**config.mk**
```make
export PLATFORM = sky130hd
export DESIGN_NAME = sync_fifo_flex
export DESIGN_NICKNAME = d
export VERILOG_FILES = /design/src/rtl/fifo_pkg.sv /design/src/rtl/fifo_wrap_ptr.sv /design/src/rtl/sync_fifo_flex.sv
export SDC_FILE = /design/constraint.sdc
export NUM_CORES = 2
export LEC_CHECK = 0
export BUFFER_PORTS_ARGS = -buffer_cell sky130_fd_sc_hd__buf_2
export CAP_MARGIN = 5
export CORE_MARGIN = 2
export CORE_UTILIZATION = 40
export CTS_BUF_LIST = sky130_fd_sc_hd__clkbuf_4
export DETAILED_ROUTE_END_ITERATION = 8
export PLACE_DENSITY = 0.56
export SLEW_MARGIN = 0
export SYNTH_ARGS = -nofsm -noshare
export SYNTH_HDL_FRONTEND = slang
export SYNTH_HIERARCHICAL = 1
export SYNTH_SLANG_ARGS = --single-unit
```
**constraint.sdc**
```tcl
create_clock -name clk -period 5 [get_ports clk]
set_input_delay 1.25 -clock clk [delete_from_list [all_inputs] [get_ports clk]]
set_output_delay 1.25 -clock clk [all_outputs]
set_load 0.01 [all_outputs]
```
**src/rtl/fifo_pkg.sv**
```systemverilog
// Shared helpers for the FIFO family: width derivation and handshake constants.
package fifo_pkg;

    localparam logic HS_ON  = 1'b1;
    localparam logic HS_OFF = 1'b0;

    function automatic int clog2(input int v);
        int r;
        r = 0;
        while ((1 << r) < v) r++;
        return r;
    endfunction

    // Pointer width: indexes 0..depth-1.
    function automatic int aw_of(input int depth);
        return (clog2(depth) < 1) ? 1 : clog2(depth);
    endfunction

    // Count width: must hold 0..depth inclusive.
    function automatic int cw_of(input int depth);
        return clog2(depth + 1);
    endfunction

endpackage

```
**src/rtl/fifo_wrap_ptr.sv**
```systemverilog
// Modulo-DEPTH pointer; clr takes priority over inc, rst over both.
module fifo_wrap_ptr
    import fifo_pkg::*;
#(
    parameter  int DEPTH = 4,
    localparam int AW    = aw_of(DEPTH)
) (
    input  logic          clk,
    input  logic          rst,
    input  logic          clr,
    input  logic          inc,
    output logic [AW-1:0] ptr
);

    logic [AW-1:0] ptr_q, ptr_d;

    always_comb begin
        ptr_d = ptr_q;
        if (clr)
            ptr_d = '0;
        else if (inc)
            ptr_d = (ptr_q == AW'(DEPTH - 1)) ? '0 : ptr_q + AW'(1);
    end

    always_ff @(posedge clk) begin
        if (rst) ptr_q <= '0;
        else     ptr_q <= ptr_d;
    end

    assign ptr = ptr_q;

endmodule

```
**src/rtl/sync_fifo_flex.sv**
```systemverilog
// Single-clock show-ahead ready/valid FIFO, any depth >= 2, with level and thresholds.
// Define FIFO_WATERMARK_EN to add the max_level peak-occupancy port.
module sync_fifo_flex
    import fifo_pkg::*;
#(
    parameter  int FIFO_WIDTH    = 8,
    parameter  int FIFO_DEPTH    = 255,
    parameter  int AFULL_THRESH  = FIFO_DEPTH - 1,
    parameter  int AEMPTY_THRESH = 1,
    localparam int AW            = aw_of(FIFO_DEPTH),
    localparam int CW            = cw_of(FIFO_DEPTH)
) (
    input  logic                  clk,
    input  logic                  rst,
    input  logic                  flush,
    input  logic                  wr_valid,
    output logic                  wr_ready,
    input  logic [FIFO_WIDTH-1:0] wr_data,
    output logic                  rd_valid,
    input  logic                  rd_ready,
    output logic [FIFO_WIDTH-1:0] rd_data,
    output logic [CW-1:0]         level,
    output logic                  almost_full,
`ifdef FIFO_WATERMARK_EN
    output logic                  almost_empty,
    output logic [CW-1:0]         max_level
`else
    output logic                  almost_empty
`endif
);

    logic [FIFO_WIDTH-1:0] mem_q [FIFO_DEPTH];
    logic [AW-1:0]         wr_ptr, rd_ptr, rd_ptr_inc;
    logic [CW-1:0]         level_q, level_d;
    logic [FIFO_WIDTH-1:0] rd_data_q, rd_data_d;
    logic                  afull_q, afull_d, aempty_q, aempty_d;
    logic                  push, pop;

    assign wr_ready = (level_q != CW'(FIFO_DEPTH));
    assign rd_valid = (level_q != '0);
    assign push     = wr_valid & wr_ready;
    assign pop      = rd_valid & rd_ready;

    fifo_wrap_ptr #(.DEPTH(FIFO_DEPTH)) u_wr_ptr (
        .clk(clk), .rst(rst), .clr(flush), .inc(push), .ptr(wr_ptr)
    );
    fifo_wrap_ptr #(.DEPTH(FIFO_DEPTH)) u_rd_ptr (
        .clk(clk), .rst(rst), .clr(flush), .inc(pop), .ptr(rd_ptr)
    );

    assign rd_ptr_inc = (rd_ptr == AW'(FIFO_DEPTH - 1)) ? '0 : rd_ptr + AW'(1);

    // The head lives in the array and is mirrored into rd_data_q one edge
    // early, so capacity stays exactly FIFO_DEPTH with no read bubble.
    always_comb begin
        level_d   = level_q;
        rd_data_d = rd_data_q;
        if (flush) begin
            level_d   = '0;
            rd_data_d = '0;
        end else begin
            case ({push, pop})
                2'b10:   level_d = level_q + CW'(1);
                2'b01:   level_d = level_q - CW'(1);
                default: level_d = level_q;
            endcase
            if (pop) begin
                if (level_q == CW'(1))
                    rd_data_d = push ? wr_data : rd_data_q;
                else
                    rd_data_d = mem_q[rd_ptr_inc];
            end else if (!rd_valid && push) begin
                rd_data_d = wr_data;
            end
        end
        afull_d  = (int'(level_d) >= AFULL_THRESH);
        aempty_d = (int'(level_d) <= AEMPTY_THRESH);
    end

    always_ff @(posedge clk) begin
        if (push && !flush && !rst)
            mem_q[wr_ptr] <= wr_data;
    end

    always_ff @(posedge clk) begin
        if (rst) begin
            level_q   <= '0;
            rd_data_q <= '0;
            afull_q   <= (AFULL_THRESH == 0) ? HS_ON : HS_OFF;
            aempty_q  <= (AEMPTY_THRESH >= 0) ? HS_ON : HS_OFF;
        end else begin
            level_q   <= level_d;
            rd_data_q <= rd_data_d;
            afull_q   <= afull_d;
            aempty_q  <= aempty_d;
        end
    end

    assign level        = level_q;
    assign rd_data      = rd_data_q;
    assign almost_full  = afull_q;
    assign almost_empty = aempty_q;

`ifdef FIFO_WATERMARK_EN
    logic [CW-1:0] max_level_q, max_level_d;

    // Flush empties the FIFO but the peak is history, so only rst clears it.
    always_comb begin
        max_level_d = (level_d > max_level_q) ? level_d : max_level_q;
    end

    always_ff @(posedge clk) begin
        if (rst) max_level_q <= '0;
        else     max_level_q <= max_level_d;
    end

    assign max_level = max_level_q;
`endif

endmodule

```
Word level (Yosys, flattened, before mapping)
Memories as Yosys holds them, arrays and structs flattened.
Cells that the tools add are included.
{"block": "totals", "reg_bits": 34, "out_inout_bits": 20, "word_cells": 42, "mem_count": 1, "ram_bits": 2040, "inputBits": 13}
{"block": "classes", "addsub": 4, "mux": 10, "bitwise_logic": 2, "eq_ne": 7, "order_cmp": 2, "reduce_logical": 10}
{"name": "mem_q", "words": 255, "width": 8, "rd": 1, "rd_clocked_by_memory_dff": 0, "write_ports": 1, "line_no": "sync_fifo_flex.sv:32", "rtl": "logic [FIFO_WIDTH-1:0] mem_q [FIFO_DEPTH];"}
{"op": "8-bit 2-to-1 mux", "n": 7}
{"op": "8-bit by 1-bit adder with 8-bit output, second input constant", "n": 3}
{"op": "8-bit == test, second input constant", "n": 2}
{"op": "8-bit case mux with 2 select lines", "n": 1}
{"op": "8-bit by 1-bit == test with 1-bit output, second input constant", "n": 1}
{"op": "8-bit greater-or-equal comparator, second input constant", "n": 1}
{"op": "8-bit by 1-bit less-or-equal comparator with 1-bit output, second input constant", "n": 1}
{"op": "8-bit != test, second input constant", "n": 1}
{"op": "8-bit nonzero test", "n": 1}
{"op": "8-bit by 1-bit subtractor with 8-bit output, second input constant", "n": 1}
{"op": "1-bit logical AND", "n": 3}
{"op": "1-bit zero test", "n": 3}
{"op": "3-bit != test, second input constant", "n": 1}
{"op": "1-bit AND", "n": 2}
{"op": "2-bit by 1-bit == test with 1-bit output, second input constant", "n": 1}
{"op": "2-bit == test, second input constant", "n": 1}
{"op": "1-bit 2-to-1 mux", "n": 2}
{"op": "2-bit AND reduction", "n": 1}
{"op": "2-bit nonzero test", "n": 1}
{"op": "2-bit OR reduction", "n": 1}

Logic depth before layout (Yosys ltp)
{"block": "depth", "depth_word": 6, "ltp_mapped": 23, "ltp_nobuf": 15}

Modules after synthesis
Netlist, hierarchy kept.
{"mod": "sync_fifo_flex", "cells_each": 5326, "instances": 1, "area_each_um2": 82526.6, "seq_area_each_um2": 61619.1}
{"mod": "fifo_wrap_ptr", "cells_each": 44, "instances": 2, "area_each_um2": 395.4, "seq_area_each_um2": 160.2}

Least setup slack after synthesis
OpenSTA, ideal clock, no wires.
{"block": "synth_path", "kind": "reg2reg", "startpoint": "register u_rd_ptr.ptr_q[0], in the netlist u_rd_ptr/ptr[0]", "endpoint": "register rd_data_q[4], in the netlist rd_data[4]", "synth_period_minus_slack_ns": 4.559, "stages_incl_launch_ff": 23, "setup_slack_ns": 0.441, "path_buffers": 12, "setup_time_ns": 0.135, "arrival_ns": 4.424, "required_ns": 4.865, "path_cell_list": "dfxtp_1 > buf_4 > inv_1 > clkbuf_1 > clkbuf_1 > clkbuf_1 > clkbuf_1 > buf_1 > ha_1 > clkbuf_1 > and3_1 > buf_2 > a21oi_4 > buf_4 > buf_4 > buf_4 > buf_2 > a21oi_1 > a21oi_1 > a2111oi_2 > nor4_1 > o32ai_1 > nand4_1"}
{"block": "synth_between", "elab_chain_len": 5, "elab_cells_between_ends": 6, "classes_between": "1 x add/sub; 1 x eq/ne; 3 x mux; 1 x memory"}
{"element": "start, declared", "line_no": "fifo_wrap_ptr.sv:15", "rtl": "logic [AW-1:0] ptr_q, ptr_d;"}
{"element": "start signal, assigned", "line_no": "fifo_wrap_ptr.sv:27", "rtl": "else ptr_q <= ptr_d;"}
{"element": "8-bit by 1-bit adder with 8-bit output or 8-bit == test (tied branches)", "line_no": "sync_fifo_flex.sv:51", "rtl": "assign rd_ptr_inc = (rd_ptr == AW'(FIFO_DEPTH - 1)) ? '0 : rd_ptr + AW'(1);"}
{"element": "8-bit 2-to-1 mux *", "line_no": "sync_fifo_flex.sv:51"}
{"element": "memory read 255 x 8 bit *"}
{"element": "8-bit 2-to-1 mux *", "line_no": "sync_fifo_flex.sv:68", "rtl": "if (level_q == CW'(1))"}
{"element": "8-bit 2-to-1 mux *", "line_no": "sync_fifo_flex.sv:67", "rtl": "if (pop) begin"}
{"element": "end signal, assigned", "line_no": "sync_fifo_flex.sv:93", "rtl": "rd_data_q <= rd_data_d;"}
{"element": "end, declared", "line_no": "sync_fifo_flex.sv:35", "rtl": "logic [FIFO_WIDTH-1:0] rd_data_q, rd_data_d;"}
Every way passes the cells marked *; elsewhere a longest branch is shown, timed or not.
A chain may end at the register's enable or synchronous reset.

Worst setup path in the final report
{"block": "layout_path", "startpoint": "register u_rd_ptr.ptr_q[0], in the netlist u_rd_ptr/ptr[0]", "endpoint": "register rd_data_q[5], in the netlist rd_data[5]"}
The elaborated chain is that of the path after synthesis.

==> impl_metrics.ini <==
[timing]
fin_worst_skew_ns = 0.135
setup_viol = 1
min_period_ns = 5.04
rsz0062_at_grt = no
slew_headroom_pct = 12.6
hold_viol = 0
tightestPinTransition_ns = 1.30
fin_ws_ns = -0.0433
whs_ns = 0.241
max_freq_mhz = 198
fin_crit_sh_pct = 101
slew_viol_final = 0

[pwr]
power_density_mw_per_mm2 = 366
p_leak_nw = 30.9
worst_ir_drop_vdd_uv = 200

[layout]
fin_util_pct = 46.5
layout-drive-gt1-share_pct = 24.7
area_delta_synth_final_pct = 15.5
layout.nets = 6124

[synthesis]
yosysWarnings = 6
synthAdderAreaFrac_pct = 0.165
synthCells = 5414
synth_edf_count = 2040
synth.yosys.seq_area_share_pct = 74.3
syn_avg_cell_area_sq_um = 15.4
yosysUniqueCellTypes = 89
synth_top_family_by_area = compound AO/OA/AOI/OAI gates
synth_xor_area_share_pct = 0.153
synth-simple-area-share_pct = 6.93
ys_seq_elements = 2074
synth_mux_area_share_pct = 6.60
synth_compound_area_share_pct = 9.56
async_flop_share_pct = 0
synth-main-ff-cell = edfxtp_1
netlist_area_sq_mm = 0.0833
synth_nets = 5438

[global_routing]
grt_pass1_wl_um = 409000
first_global_vias = 54100
grt_max_degree = 126
grtUsageTotal_pct = 27.2
overflow = 0
antenna_found_initial = 18

[setup_path]
crit_fanout = 19
cp-end-kind = register
crit_arrival_ns = 6.45
start_kind = register
worstSetupPathType = reg -> reg
required_ns = 6.40

[die]
die_w_um = 460
die_h_um = 460
pin_count = 33
design.core.area_sq_mm = 0.207
initial_core_util_pct = 40.2
row_count = 167
dieArea_sq_mm = 0.212

[clock_network]
cts-htree-levels = 6
cts_made_buffers = 568
clkTransAtPathRegs_ns = 0.06
cts_tree = built
clockRootBuffer = clkbuf_4
clk-insertion-delay-late_ns = 1.46
cts_num_sinks = 2074
clk_path_buf_depth = 4
ctsHoldBuffers = 0

[drt]
first_pass_iters = 6
drcViolationCount = 0
vias_per_cell = 6.03
wl_um = 290000
ant_nets = 0
drtIter0Drc = 7532
vias = 55800
wl_per_cell_um = 31.4

[status]
violations = negative setup slack
status = finished, violations left

[placement]
gp_congestion = 0.956
port_buffers = 32
dp_hpwl_um = 180000

[worst_hold_path]
hp-class = in -> reg

[job]
maxCapViolCount = 0
-- layer usage --
metal	global-route usage, %	share of wire, %
met1	36.9	39
met2	39.9	44
met3	7.32	11
met4	14.2	5.2
met5	0	0.021
-- metrics by stage --
step | TNS, ns | std cells | instance area, sq um | total power, mW | setup slack (ns)
after floorplan | 0 | 5414 | 83300 | 20.0 | 0.441
after global placement | -0.0924 | 8313 | 89400 | 20.8 | -0.0647
after detailed placement | 0 | 8313 | 89400 | 20.8 | 0.000369
after CTS | 0 | 9223 | 96100 | 35.5 | 0.0840
after global routing | 0 | 9229 | 96200 | 36.4 | 0.107
final | -0.0433 | 9246 | 96200 | 35.3 | -0.0433
-- synth_stat cells (44+ instances only) --
cell type / instances / share of area, %
nor2_1: 412 / 1.9
a211oi_1: 97 / 0.87
mux2_2: 91 / 1.2
nand2_1: 550 / 2.5
clkbuf_1: 109 / 0.49
buf_2: 209 / 1.3
mux2i_1: 229 / 2.8
o22ai_1: 118 / 0.89
nor2b_1: 44 / 0.33
nand3_1: 104 / 0.62
o21ai_0: 195 / 1.2
mux4_2: 97 / 2.6
nor3_1: 63 / 0.38
edfxtp_1: 2040 / 74
a31oi_1: 80 / 0.60
o221ai_1: 91 / 0.96
a21oi_1: 251 / 1.5
-- report_power, final --
part           internal (mW)  leakage [nW]  total [mW]  switching (mW)
logic                  0.339          8.20        1.37            1.03
registers               19.1          18.6        19.1          0.0278
clock network           7.79          4.06        14.8            7.00
total                   27.2          30.9        35.3            8.05
-- layout make-up --
| class | instances | area [sq um] |
|---|---|---|
| fill | 18300 | 111000 |
| antenna | 18 | 45.0 |
| clock inverter | 90 | 537 |
| inverter | 20 | 77.6 |
| timing repair buffer | 487 | 4270 |
| tap | 2788 | 3490 |
| clock buffer | 820 | 6160 |
| sequential | 2074 | 61900 |
| multi-input combinational | 2949 | 19700 |
-- flip-flops by register name (all words and copies together) (netlist names) --
name	flops
almost_empty	1
almost_full	1
level	8
mem_q	2040
rd_data	8
u_rd_ptr/ptr	8
u_wr_ptr/ptr	8
-- path summary, 6_finish.rpt --
kind | to | startpoint | slack, ns | cells after the start
max reg2reg | rd_data[5] | u_rd_ptr/ptr[0] | -0.04 | 12
min | mem_q[216][4] | wr_data[4] | 0.24 | 1
max | rd_data[5] | u_rd_ptr/ptr[0] | -0.04 | 12
min reg2reg | level[0] | level[0] | 0.58 | 2
-- cells in the final DEF, fill, tap and decap left out, drive strengths merged, types with 63 or more instances in the layout --
| cell type | n |
|---|---|
| mux4 | 97 |
| edfxtp | 2040 |
| a31oi | 80 |
| clkinv | 65 |
| nor3 | 63 |
| o221ai | 91 |
| mux2i | 229 |
| clkbuf | 822 |
| buf | 485 |
| o22ai | 119 |
| nand2 | 552 |
| a211oi | 97 |
| mux2 | 91 |
| o21ai | 208 |
| nand3 | 105 |
| nor2 | 412 |
| a21oi | 254 |
-- cell families (layout without fill, tap and decap cells) --
logic type               count (synthesis)  after routing
XOR/XNOR                                12             12
AO/OA/AOI/OAI                         1176           1176
AND/OR/NAND/NOR                       1333           1333
multiplexers                           417            417
buffers and inverters                  391           1417
adder cells (fa/ha/maj)                 11             11
flip-flops                            2074           2074
other                                    0             18
-- critical path, stage by stage, from the launching register on --
cell and delay (ns):
dfxtp_4 0.59, ha_2 0.57, xnor2_4 0.25, buf_4 0.39
nand2_1 0.61, nand2_1 0.65, a21oi_1 0.14, nand3_1 0.13
o211ai_1 0.11, a2111oi_0 1.07, buf_4 0.27, o32a_1 0.13
a211o_1 0.10
-- what timing repair did --
| item | CTS | global route |
|---|---|---|
| hold endpoints to repair | 0 | 0 |
| cloned | 0 | 0 |
| resized for setup | 1 | 3 |
| pin swaps | 0 | 2 |
| setup buffers | 0 | 4 |
| setup endpoints to repair | 1 | 5 |
Note: power is estimated with default switching activity, not from simulation.
